File: config.mk
export PLATFORM = sky130hd
export DESIGN_NAME = pipe_scroll_collide
export DESIGN_NICKNAME = d
export VERILOG_FILES = /design/src/rtl/pipe_scroll_collide.sv
export SDC_FILE = /design/constraint.sdc
export NUM_CORES = 1
export LEC_CHECK = 0
export CORE_MARGIN = 2
export CORE_UTILIZATION = 40
export CTS_CLUSTER_SIZE = 25
export DETAILED_ROUTE_END_ITERATION = 7
export HOLD_SLACK_MARGIN = 0.15
export PLACE_DENSITY = 0.67
export SLEW_MARGIN = 25
export SYNTH_ARGS = -nofsm -noshare
export SYNTH_HDL_FRONTEND = slang
export SYNTH_SLANG_ARGS = --single-unit
File: constraint.sdc
create_clock -name Clock -period 3.85 [get_ports Clock]
set_clock_uncertainty 0.05 [all_clocks]
set_input_delay 0.77 -clock Clock [delete_from_list [all_inputs] [get_ports Clock]]
set_output_delay 0.77 -clock Clock [all_outputs]
set_load 0.1 [all_outputs]
File: src/rtl/pipe_scroll_collide.sv
// Scrolling pipe field for the bird game: an 8x8 obstacle grid that shifts one
// column toward the bird on every accepted scroll tick, spawns pipes with a
// pseudo-random gap at the entry edge, detects bird/pipe overlap and keeps score.
module pipe_scroll_collide #(
  parameter int         BIRD_COL  = 2,
  parameter int         GAP_ROWS  = 3,
  parameter int         SPACING   = 4,
  parameter logic [7:0] LFSR_SEED = 8'hA5
) (
  input  logic        Clock,
  input  logic        reset,
  input  logic        start_i,
  input  logic        tick_i,
  input  logic [7:0]  position_i,
  input  logic        gameOver_i,
  output logic        crash_o,
  output logic [63:0] pipe_map_o,
  output logic [7:0]  score_o
);

  // The gap base is lfsr mod (9 - GAP_ROWS), so the gap always fits inside rows 0..7.
  localparam logic [7:0] GAP_MODULUS = 8'(9 - GAP_ROWS);
  localparam logic [7:0] GAP_ONES    = 8'((1 << GAP_ROWS) - 1);
  localparam logic [3:0] CNT_RELOAD  = 4'(SPACING - 1);

  logic [63:0] pipeMap_q, pipeMap_d;
  logic [3:0]  cnt_q, cnt_d;
  logic [7:0]  lfsr_q, lfsr_d;
  logic [7:0]  score_q, score_d;
  logic        crash_q, crash_d;

  logic [7:0]  birdColumn;
  logic        hit;
  logic        tickAccepted;
  logic        spawn;
  logic [7:0]  gapBase;
  logic [7:0]  gapBits;
  logic [7:0]  pipeMask;
  logic [7:0]  lfsrNext;
  logic        scoreInc;

  // Collision detection and tick qualification; a crashed or finished game freezes scrolling.
  always_comb begin
    birdColumn   = pipeMap_q[8*BIRD_COL +: 8];
    hit          = |(birdColumn & position_i);
    tickAccepted = tick_i & start_i & ~gameOver_i & ~crash_q;
    spawn        = tickAccepted && (cnt_q == 4'd0);
    scoreInc     = tickAccepted && (birdColumn != 8'h00) && !hit;
  end

  // New pipe column: all rows blocked except a GAP_ROWS-high opening chosen by the LFSR.
  always_comb begin
    gapBase  = lfsr_q % GAP_MODULUS;
    gapBits  = GAP_ONES << gapBase;
    pipeMask = ~gapBits;
    lfsrNext = {lfsr_q[6:0], lfsr_q[7] ^ lfsr_q[5] ^ lfsr_q[4] ^ lfsr_q[3]};
  end

  // Next-state logic: shift the grid, run the spawn counter, advance the LFSR after use.
  always_comb begin
    pipeMap_d = pipeMap_q;
    cnt_d     = cnt_q;
    lfsr_d    = lfsr_q;
    score_d   = score_q;
    crash_d   = crash_q | hit;

    if (tickAccepted) begin
      pipeMap_d[55:0] = pipeMap_q[63:8];
      if (spawn) begin
        pipeMap_d[63:56] = pipeMask;
        cnt_d            = CNT_RELOAD;
        lfsr_d           = lfsrNext;
      end else begin
        pipeMap_d[63:56] = 8'h00;
        cnt_d            = cnt_q - 4'd1;
      end
      if (scoreInc && (score_q != 8'hFF)) begin
        score_d = score_q + 8'd1;
      end
    end
  end

  // State registers with synchronous reset back to an empty field and seeded LFSR.
  always_ff @(posedge Clock) begin
    if (reset) begin
      pipeMap_q <= 64'h0;
      cnt_q     <= 4'd0;
      lfsr_q    <= LFSR_SEED;
      score_q   <= 8'd0;
      crash_q   <= 1'b0;
    end else begin
      pipeMap_q <= pipeMap_d;
      cnt_q     <= cnt_d;
      lfsr_q    <= lfsr_d;
      score_q   <= score_d;
      crash_q   <= crash_d;
    end
  end

  assign crash_o    = crash_q;
  assign pipe_map_o = pipeMap_q;
  assign score_o    = score_q;

endmodule

# Yosys cells after proc, flatten, opt, wreduce, memory -nomap -nowiden

Cells that the tools add are included.

Word-level logic and storage cells: 33
Output and inout bits: 73
Input port bits: 13
Register bits: 85

Shift-type cells: 1
Reductions and logical operators: 10
Multiplexer cells: 2
Divide/modulo/power cells: 1
Add/sub/neg operators: 2
Bitwise logic cells: 11
Equal/unequal tests: 1

Operators with widths:

| operator                                              | count |
|---|---|
| adder 8 x 1 -> 8 bit (second input constant)          | 1 |
| bitwise AND 8 bit                                     | 1 |
| remainder unit 8 x 3 -> 8 bit (second input constant) | 1 |
| two-way mux 8 bit                                     | 1 |
| != test 8 bit (second input constant)                 | 1 |
| inverter 8 bit                                        | 1 |
| nonzero test 8 bit                                    | 1 |
| OR reduction 8 bit                                    | 1 |
| left shift 3 x 8 -> 8 bit (first input constant)      | 1 |
| logical AND 1 bit                                     | 4 |
| zero test 4 bit                                       | 1 |
| two-way mux 4 bit                                     | 1 |
| AND reduction 2 bit                                   | 2 |
| subtractor 4 x 1 -> 4 bit (second input constant)     | 1 |
| bitwise AND 1 bit                                     | 3 |
| bitwise XOR 1 bit                                     | 3 |
| inverter 1 bit                                        | 2 |
| zero test 1 bit                                       | 1 |
| OR 1 bit                                              | 1 |

# Logic depth before layout (Yosys ltp)

Gate-level depths: netlist of the first run.

Depth in word-level cells: 7
Depth in mapped cells: 12
Mapped depth without buffers: 10

# Worst setup path after synthesis of the first run

No wires, ideal clock.

Path type: register to register
Start point: register lfsr_q[6]
End point: register pipeMap_q[61], in the netlist pipe_map_o[61]
Buffers on the path: 1
Required time: 3.681 ns
Setup time: 0.119 ns
Clock period less this slack: 2.685 ns
Cell stages (with the launch flop): 11
Slack: 1.165 ns
Arrival: 2.517 ns
Cell sequence: dfxtp_1 clkbuf_1 inv_1 mux2i_2 a2bb2oi_1 nor2_1 inv_1 ha_1 inv_1 or4_1 a32o_1

Longest elaborated chain between the ends: 4

RTL lines:

| item                          | line | text |
|---|---|---|
| start: declaration            | 28   | `logic [7:0] lfsr_q, lfsr_d;` |
| start signal: assignment      | 94   | `lfsr_q <= lfsr_d;` |
| remainder unit 8 x 3 -> 8 bit | 53   | `gapBase = lfsr_q % GAP_MODULUS;` |
| left shift 3 x 8 -> 8 bit     | 54   | `gapBits = GAP_ONES << gapBase;` |
| inverter 8 bit                | 55   | `pipeMask = ~gapBits;` |
| two-way mux 8 bit             | 69   | `if (spawn) begin` |
| end signal: assignment        | 92   | `pipeMap_q <= pipeMap_d;` |
| end: declaration              | 26   | `logic [63:0] pipeMap_q, pipeMap_d;` |

No other way between the ends.
A chain may end at the register's enable or synchronous reset.

# Final worst setup path of the first run

Start point: register lfsr_q[3]
End point: register pipeMap_q[61], in the netlist pipe_map_o[61]

Same word-level chain as after synthesis.

==> qor.yml, run 1 <==
grt_max_degree: 58
drt_iter0_drc: 143
diodes: 0
whs_ns: 0.413
synthTopCellsByArea: "dfxtp_1 (47%), nand2_1 (14%), a21oi_1 (9.7%)"
async_flop_share_pct: 0
drc: 0
synth-seq-area-share_pct: 47.2
fin_nets: 541
powerDensity_nw_per_um2: 367
critPathKind: "flop to flop"
synthTopCellsByCount: "nand2_1 (139), dfxtp_1 (85), a21oi_1 (70)"
postRouteAntennaNets: 0
finalPower_uw: 1710
place.gp.congestion: 0.883
clk-insertion-delay-late_ns: 0.36
fin_ws_ns: 0.743
synth_area_sq_um: 3610
numCtsBuffers: 9
overflow: 0
h-tree-depth: 3
synth_ff_type: "dfxtp_1"
synth_edf_count: 0
startpoint_type: "flop"
core_area_sq_um: 8720
status: "completed"
syn_avg_cell_area_sq_um: 7.89
grt_pass1_vias: 3099
grt_usage_pct: 18.5
synth_top_area_cell: "dfxtp_1"
drv_cap: 0
relSlewSlack_pct: 32.7
root_buffer: "clkbuf_8"
synth.most_common_cell: "nand2_1"
utilization_pct: 53.6
clockBufferDepth: 2
cts_resized: 0
die_h_um: 98.9
initial_core_util_pct: 41.3
rows: 34
ys_types: 50
ctsHoldBuffers: 0
place_ws_ns: 0.765
vias_per_cell: 5.32
post_cts_buffers: 0
slew_violations: 0
finalCriticalPeriod_ns: 3.11
ys_warn_count: 0
syn_nets: 474
portBuffers: 85
grt_antenna_before_repair: 0
r2r_slack_ns: 0.74
clock_sinks: 85
synth_cells: 457
setup-violations-final: 0
finalHoldViolCount: 0
cp-end-kind: "flop"
ir_worst_vdd_mv: 0.199
tns_ns: 0
ios: 86
die_area_sq_um: 9790
cp.required_ns: 4.05
fmax_ghz: 0.322
num_vias: 3391
drt-total-wl_um: 9010
cp_max_fo: 14
area_growth_pct: 29.5
p_leak_uw: 0.00157
tightestPinTransition_ns: 1.01
wl_per_cell_um: 14.1
dp_hpwl_um: 6190
grt_pass1_wl_um: 14800
cp.arrival_ns: 3.31
synth_top_area_share_pct: 47.2
dr.pass1.iters: 4
ys_seq_elements: 85
drive_gt1_share_pct: 5.29
tritoncts: "yes"
hp-class: "flop to flop"
die_w_um: 98.9
clk_transition_reported_paths_ns: 0.10
rsz0062_at_grt: "no"
period_share_pct: 80.7
-- cells by family (layout without fill, tap and decap cells) --
family	Yosys count	after routing	synth area share (%)
XOR/XNOR	11	11	2.67
flip-flops	85	85	47.2
buffers and inverters	43	115	5.10
AND/OR/NAND/NOR	197	197	23.9
AO/OA/AOI/OAI	115	115	19.1
multiplexers	2	2	0.659
adder cells (fa/ha/maj)	4	4	1.39
-- sequential cells by signal (all words and copies together) (netlist names) --
name,cells
cnt_q,4
crash_o,1
lfsr_q,8
pipe_map_o,64
score_o,8
-- placed cells by master (no fill, tap or decap), types with 2 or more instances in the layout --
| cell type | synthesis | final |
|---|---|---|
| nand2_1 | 139 | 139 |
| dfxtp_1 | 85 | 85 |
| clkdlybuf4s50_1 | 0 | 84 |
| a21oi_1 | 70 | 70 |
| nor2_1 | 22 | 22 |
| inv_1 | 10 | 10 |
| clkbuf_8 | 0 | 9 |
| o21ai_0 | 6 | 6 |
| xor2_1 | 6 | 6 |
| xnor2_1 | 5 | 5 |
| a211oi_1 | 5 | 5 |
| nand4_1 | 5 | 5 |
| a22oi_1 | 5 | 5 |
| nor3b_1 | 4 | 4 |
| o31ai_1 | 4 | 4 |
| nor3_1 | 4 | 4 |
| o211ai_1 | 4 | 4 |
| or4_1 | 4 | 4 |
| ha_1 | 4 | 4 |
| buf_4 | 1 | 4 |
| o21a_1 | 3 | 3 |
| nand3_1 | 4 | 3 |
| o21ai_1 | 3 | 3 |
| a2111oi_0 | 3 | 3 |
| clkinvlp_4 | 0 | 3 |
| nor4bb_1 | 3 | 2 |
| and3b_1 | 2 | 2 |
| o22ai_1 | 2 | 2 |
| or3_1 | 2 | 2 |
| inv_6 | 0 | 2 |
-- final timing paths --
check,startpoint,cells after the start,endpoint
worst min-delay path,pipe_map_o[0],2,pipe_map_o[0]
worst max register to register,lfsr_q[3],9,pipe_map_o[61]
worst min register to register,pipe_map_o[0],2,pipe_map_o[0]
worst max-delay path,lfsr_q[3],9,pipe_map_o[61]
-- worst max-delay path, stage by stage, from the launching register on --
cell	delay, ns
dfxtp_1	0.46
or4b_4	0.58
mux2i_2	0.22
a2bb2oi_1	0.27
nor2_1	0.17
inv_1	0.08
ha_1	0.28
a2111oi_0	0.50
a32oi_1	0.11
a32o_1	0.28
-- per-layer routing --
metal / part of all wire, % / GRT usage [%]
met5: 0 / 0
met4: 0.75 / 5.37
met3: 6.7 / 5.11
met2: 45 / 28.3
met1: 47 / 25.7
-- final cells by class --
type / count / area, sq um
clock inverter: 7 / 56.3
sequential: 85 / 1700
fill: 835 / 4050
clock buffer: 9 / 124
inverter: 10 / 37.5
timing repair buffer: 89 / 876
tap: 108 / 135
multi-input combinational: 329 / 1740
-- power by group --
part,switching (uW),internal (uW)
clock,344,242
sequential,21.3,892
combinational,146,66.9
total,512,1200
-- per-stage QoR --
stage	cells	area [sq um]
6_report	637	4670
5_1_grt	637	4670
4_1_cts	637	4670
3_5_place_dp	621	4490
3_3_place_gp	621	4490
2_1_floorplan	457	3610
No activity file was read; power rests on OpenSTA's default activity.
==> run 2, diff against run 1 <==
clock period = 2.89 ns   (was 3.85 ns; I/O delays follow)
==> qor.yml, run 2 (synthesized netlist as in run 1, its figures left out) <==
clk_transition_reported_paths_ns: 0.09
dr.pass1.iters: 5
cp.required_ns: 3.09
status: "completed"
grt_usage_pct: 19.0
grt_antenna_before_repair: 0
root_buffer: "clkbuf_8"
cp-end-kind: "flop"
final_common_cell: "nand2_1"
layout_common_cells: "nand2_1 (139), buf_4 (89), dfxtp_1 (84), a21oi_1 (70), nor2_1 (22)"
initial_core_util_pct: 41.3
diodes: 0
die_area_sq_um: 9790
tightestPinTransition_ns: 0.654
die_w_um: 98.9
clockBufferDepth: 2
startpoint_type: "flop"
ir_worst_vdd_mv: 0.283
tns_ns: 0
finalCriticalPeriod_ns: 2.71
m1WireLength_um: 4460
drt_iter0_drc: 173
dp_hpwl_um: 6460
relSlewSlack_pct: 56.4
portBuffers: 85
drt-total-wl_um: 9260
fillerInstances: 846
grt_pass1_wl_um: 15200
numCtsBuffers: 9
finalHoldViolCount: 0
wl_met3_um: 564
slew_violations: 0
wl_met2_um: 4090
fin_nets: 553
setup-violations-final: 0
vias_per_cell: 5.22
area_growth_pct: 27.8
drv_cap: 0
postRouteAntennaNets: 0
tritoncts: "yes"
cp.arrival_ns: 2.91
place.gp.congestion: 0.897
largest_reg_flops: 64
powerDensity_nw_per_um2: 517
hp-class: "flop to flop"
whs_ns: 0.415
core_area_sq_um: 8720
overflow: 0
grt_pass1_vias: 3136
period_share_pct: 93.9
h-tree-depth: 3
drc: 0
top_layer: "met4"
rows: 34
clock_sinks: 85
grt_max_degree: 61
num_vias: 3391
drive_gt1_share_pct: 21.1
cp_max_fo: 9
rsz0062_at_grt: "no"
fmax_ghz: 0.369
ios: 86
clk-insertion-delay-late_ns: 0.35
p_leak_uw: 0.00179
die_h_um: 98.9
critPathKind: "flop to flop"
wl_per_cell_um: 14.3
-- run 2: where the power goes --
part | leakage, uW | switching [uW] | internal [uW]
combinational | 0.00100 | 208 | 98.2
clock | 0.000103 | 457 | 411
sequential | 0.000687 | 20.0 | 1190
-- run 2: worst max-delay path: stages (launching register included) --
cell,delay (ns)
dfxtp_1,0.39
or4b_4,0.52
mux2i_2,0.20
a2bb2oi_1,0.23
nor2_1,0.09
inv_1,0.06
ha_1,0.27
a2111oi_1,0.43
a32oi_1,0.10
a32o_1,0.26
-- run 2: cell type report --
cell class / instances / area [sq um] / share of cell area (%)
Multi-Input combinational cell: 329 / 1740 / 37.8
Clock inverter: 7 / 85.1 / 1.85
Inverter: 10 / 37.5 / 0.814
Sequential cell: 85 / 1700 / 36.9
Timing Repair Buffer: 101 / 783 / 17.0
Tap cell: 108 / 135 / 2.93
Clock buffer: 9 / 124 / 2.69
-- run 2: path summary, 6_finish.rpt --
kind,from,endpoint,slack [ns],depth (start not counted)
max,lfsr_q[4],pipe_map_o[61],0.18,9
min,pipe_map_o[2],pipe_map_o[2],0.41,2
max reg2reg,lfsr_q[4],pipe_map_o[61],0.18,9
min reg2reg,pipe_map_o[2],pipe_map_o[2],0.41,2
-- run 2: routing by layer --
metal  up-vias  track usage, %
met5         -               0
met4         0            6.85
met3        11            3.55
met2       105            29.4
met1      1557            26.6
li1       1718               -
-- run 2: timing repair --
item,4_1_cts,5_1_grt
endpoints found under the setup margin,0,1
hold buffers,0,0
setup buffers,0,0
gates resized for setup,0,2
-- run 2: metrics by stage --
stage	util, %	instance area (sq um)	std cells	total power, uW	setup WS, ns
floorplan	-	3610	457	1460	0.205
global placement	50.4	4400	633	1540	0.187
detailed placement	50.4	4400	633	1540	0.133
CTS	52.8	4610	649	2400	0.115
global route	52.9	4610	649	2480	0.0163
finish	52.9	4610	649	2380	0.177
==> run 3, diff against run 2 <==
REMOVE_ABC_BUFFERS = 1   (was unset)
SLEW_MARGIN = 40   (was 25)
==> qor.yml, run 3 (synthesized netlist as in run 1, its figures left out) <==
ir_worst_vdd_mv: 0.291
fin_ws_ns: 0.181
combPwrFrac_pct: 12.9
ios: 86
grt_usage_pct: 18.9
grt_max_degree: 58
crit_family: "compound AO/OA/AOI/OAI gates"
setup-violations-final: 0
regArea_sq_um: 1700
p_clk_share_pct: 36.6
ctsHoldBuffers: 0
cp.required_ns: 3.09
intPower_uw: 1720
portBuffers: 85
die_area_sq_um: 9790
wl_per_cell_um: 14.3
drt_iter0_drc: 189
post_cts_buffers: 0
relSlewSlack_pct: 61.6
place_ws_ns: 0.107
cp.arrival_ns: 2.91
clk-insertion-delay-late_ns: 0.35
layout_common_cells: "nand2_1 (139), buf_4 (87), dfxtp_1 (84), a21oi_1 (70), nor2_1 (22)"
drv_cap: 0
hp-class: "flop to flop"
tns_ns: 0
multi_input_area_sq_um: 1750
startpoint_type: "flop"
root_buffer: "clkbuf_8"
rows: 34
area_growth_pct: 28.1
p_leak_uw: 0.00180
tritoncts: "yes"
h-tree-depth: 3
critPathBufInv: 1
grt_pass1_vias: 3082
worstPathCellList: "or4b_4 -> mux2i_2 -> a2bb2oi_2 -> nor2_1 -> inv_1 -> ha_1 -> a2111oi_1 -> a32oi_1 -> a32o_1"
grt_pass1_wl_um: 15200
final_common_cell: "nand2_1"
initial_core_util_pct: 41.3
fillerInstances: 846
cp_max_fo: 8
finalPower_uw: 2400
fin_nets: 552
cpMaxStageDelayCell: "or4b_4"
postRouteAntennaNets: 0
die_w_um: 98.9
vias_per_cell: 5.25
die_h_um: 98.9
dp_hpwl_um: 6420
cpPeakStageDelay_ns: 0.56
tightestPinTransition_ns: 0.576
slew_violations: 0
clock_sinks: 85
status: "completed"
hold_depth: 2
largest_reg_flops: 64
period_share_pct: 93.7
drive_gt1_share_pct: 21.1
drc: 0
cp-end-kind: "flop"
overflow: 0
pwr-share-seq_pct: 50.5
power_switching_uw: 677
core_area_sq_um: 8720
critPathKind: "flop to flop"
place.gp.congestion: 0.933
diodes: 0
clk_transition_reported_paths_ns: 0.09
numCtsBuffers: 9
whs_ns: 0.409
cts_resized: 0
dr.pass1.iters: 4
finalCriticalPeriod_ns: 2.71
worstRegToRegCells: 9
switching_share_pct: 28.2
drt-total-wl_um: 9260
cp.depth: 9
clockBufferDepth: 2
powerDensity_nw_per_um2: 519
num_vias: 3403
grt_antenna_before_repair: 0
finalHoldViolCount: 0
fmax_ghz: 0.369
run 3: final cells by class:
cell class                      count  share of cell area (%)
Inverter                           10                   0.813
Clock buffer                       10                    2.98
Tap cell                          108                    2.93
Sequential cell                    85                    36.9
Timing Repair Buffer              100                    17.1
Clock inverter                      6                    1.49
Multi-Input combinational cell    329                    37.8
run 3: power by group through the flow:
stage	combinational, uW	sequential [uW]	clock [uW]
after floorplan	122	1310	0
after global placement	302	1240	0
after detailed placement	303	1240	0
after CTS	304	1210	910
after global routing	331	1210	947
final	309	1210	877
run 3: stage by stage:
stage          cell area (sq um)  utilization (%)  std cells
3_3_place_gp                4400             50.5        632
2_1_floorplan               3460                -        424
3_5_place_dp                4400             50.5        632
5_1_grt                     4620             53.0        648
6_report                    4620             53.0        648
4_1_cts                     4610             52.9        648
run 3: worst reg2reg max path, stage by stage (launching register included):
cell	delay, ns
dfxtp_1	0.41
or4b_4	0.56
mux2i_2	0.23
a2bb2oi_2	0.17
nor2_1	0.07
inv_1	0.06
ha_1	0.28
a2111oi_1	0.41
a32oi_1	0.11
a32o_1	0.27
run 3: layer usage:
layer / vias up / GRT usage (%) / wire length (um)
li1: 1712 / - / -
met1: 1591 / 25.9 / 4460
met2: 94 / 30.1 / 4240
met3: 6 / 2.77 / 462
met4: 0 / 6.95 / 91
met5: - / 0 / 0
run 3: path summary, 6_finish.rpt:
check           startpoint             end  slack (ns)
max              lfsr_q[3]  pipe_map_o[61]        0.18
min          pipe_map_o[0]   pipe_map_o[0]        0.41
max reg2reg      lfsr_q[3]  pipe_map_o[61]        0.18
min reg2reg  pipe_map_o[0]   pipe_map_o[0]        0.41
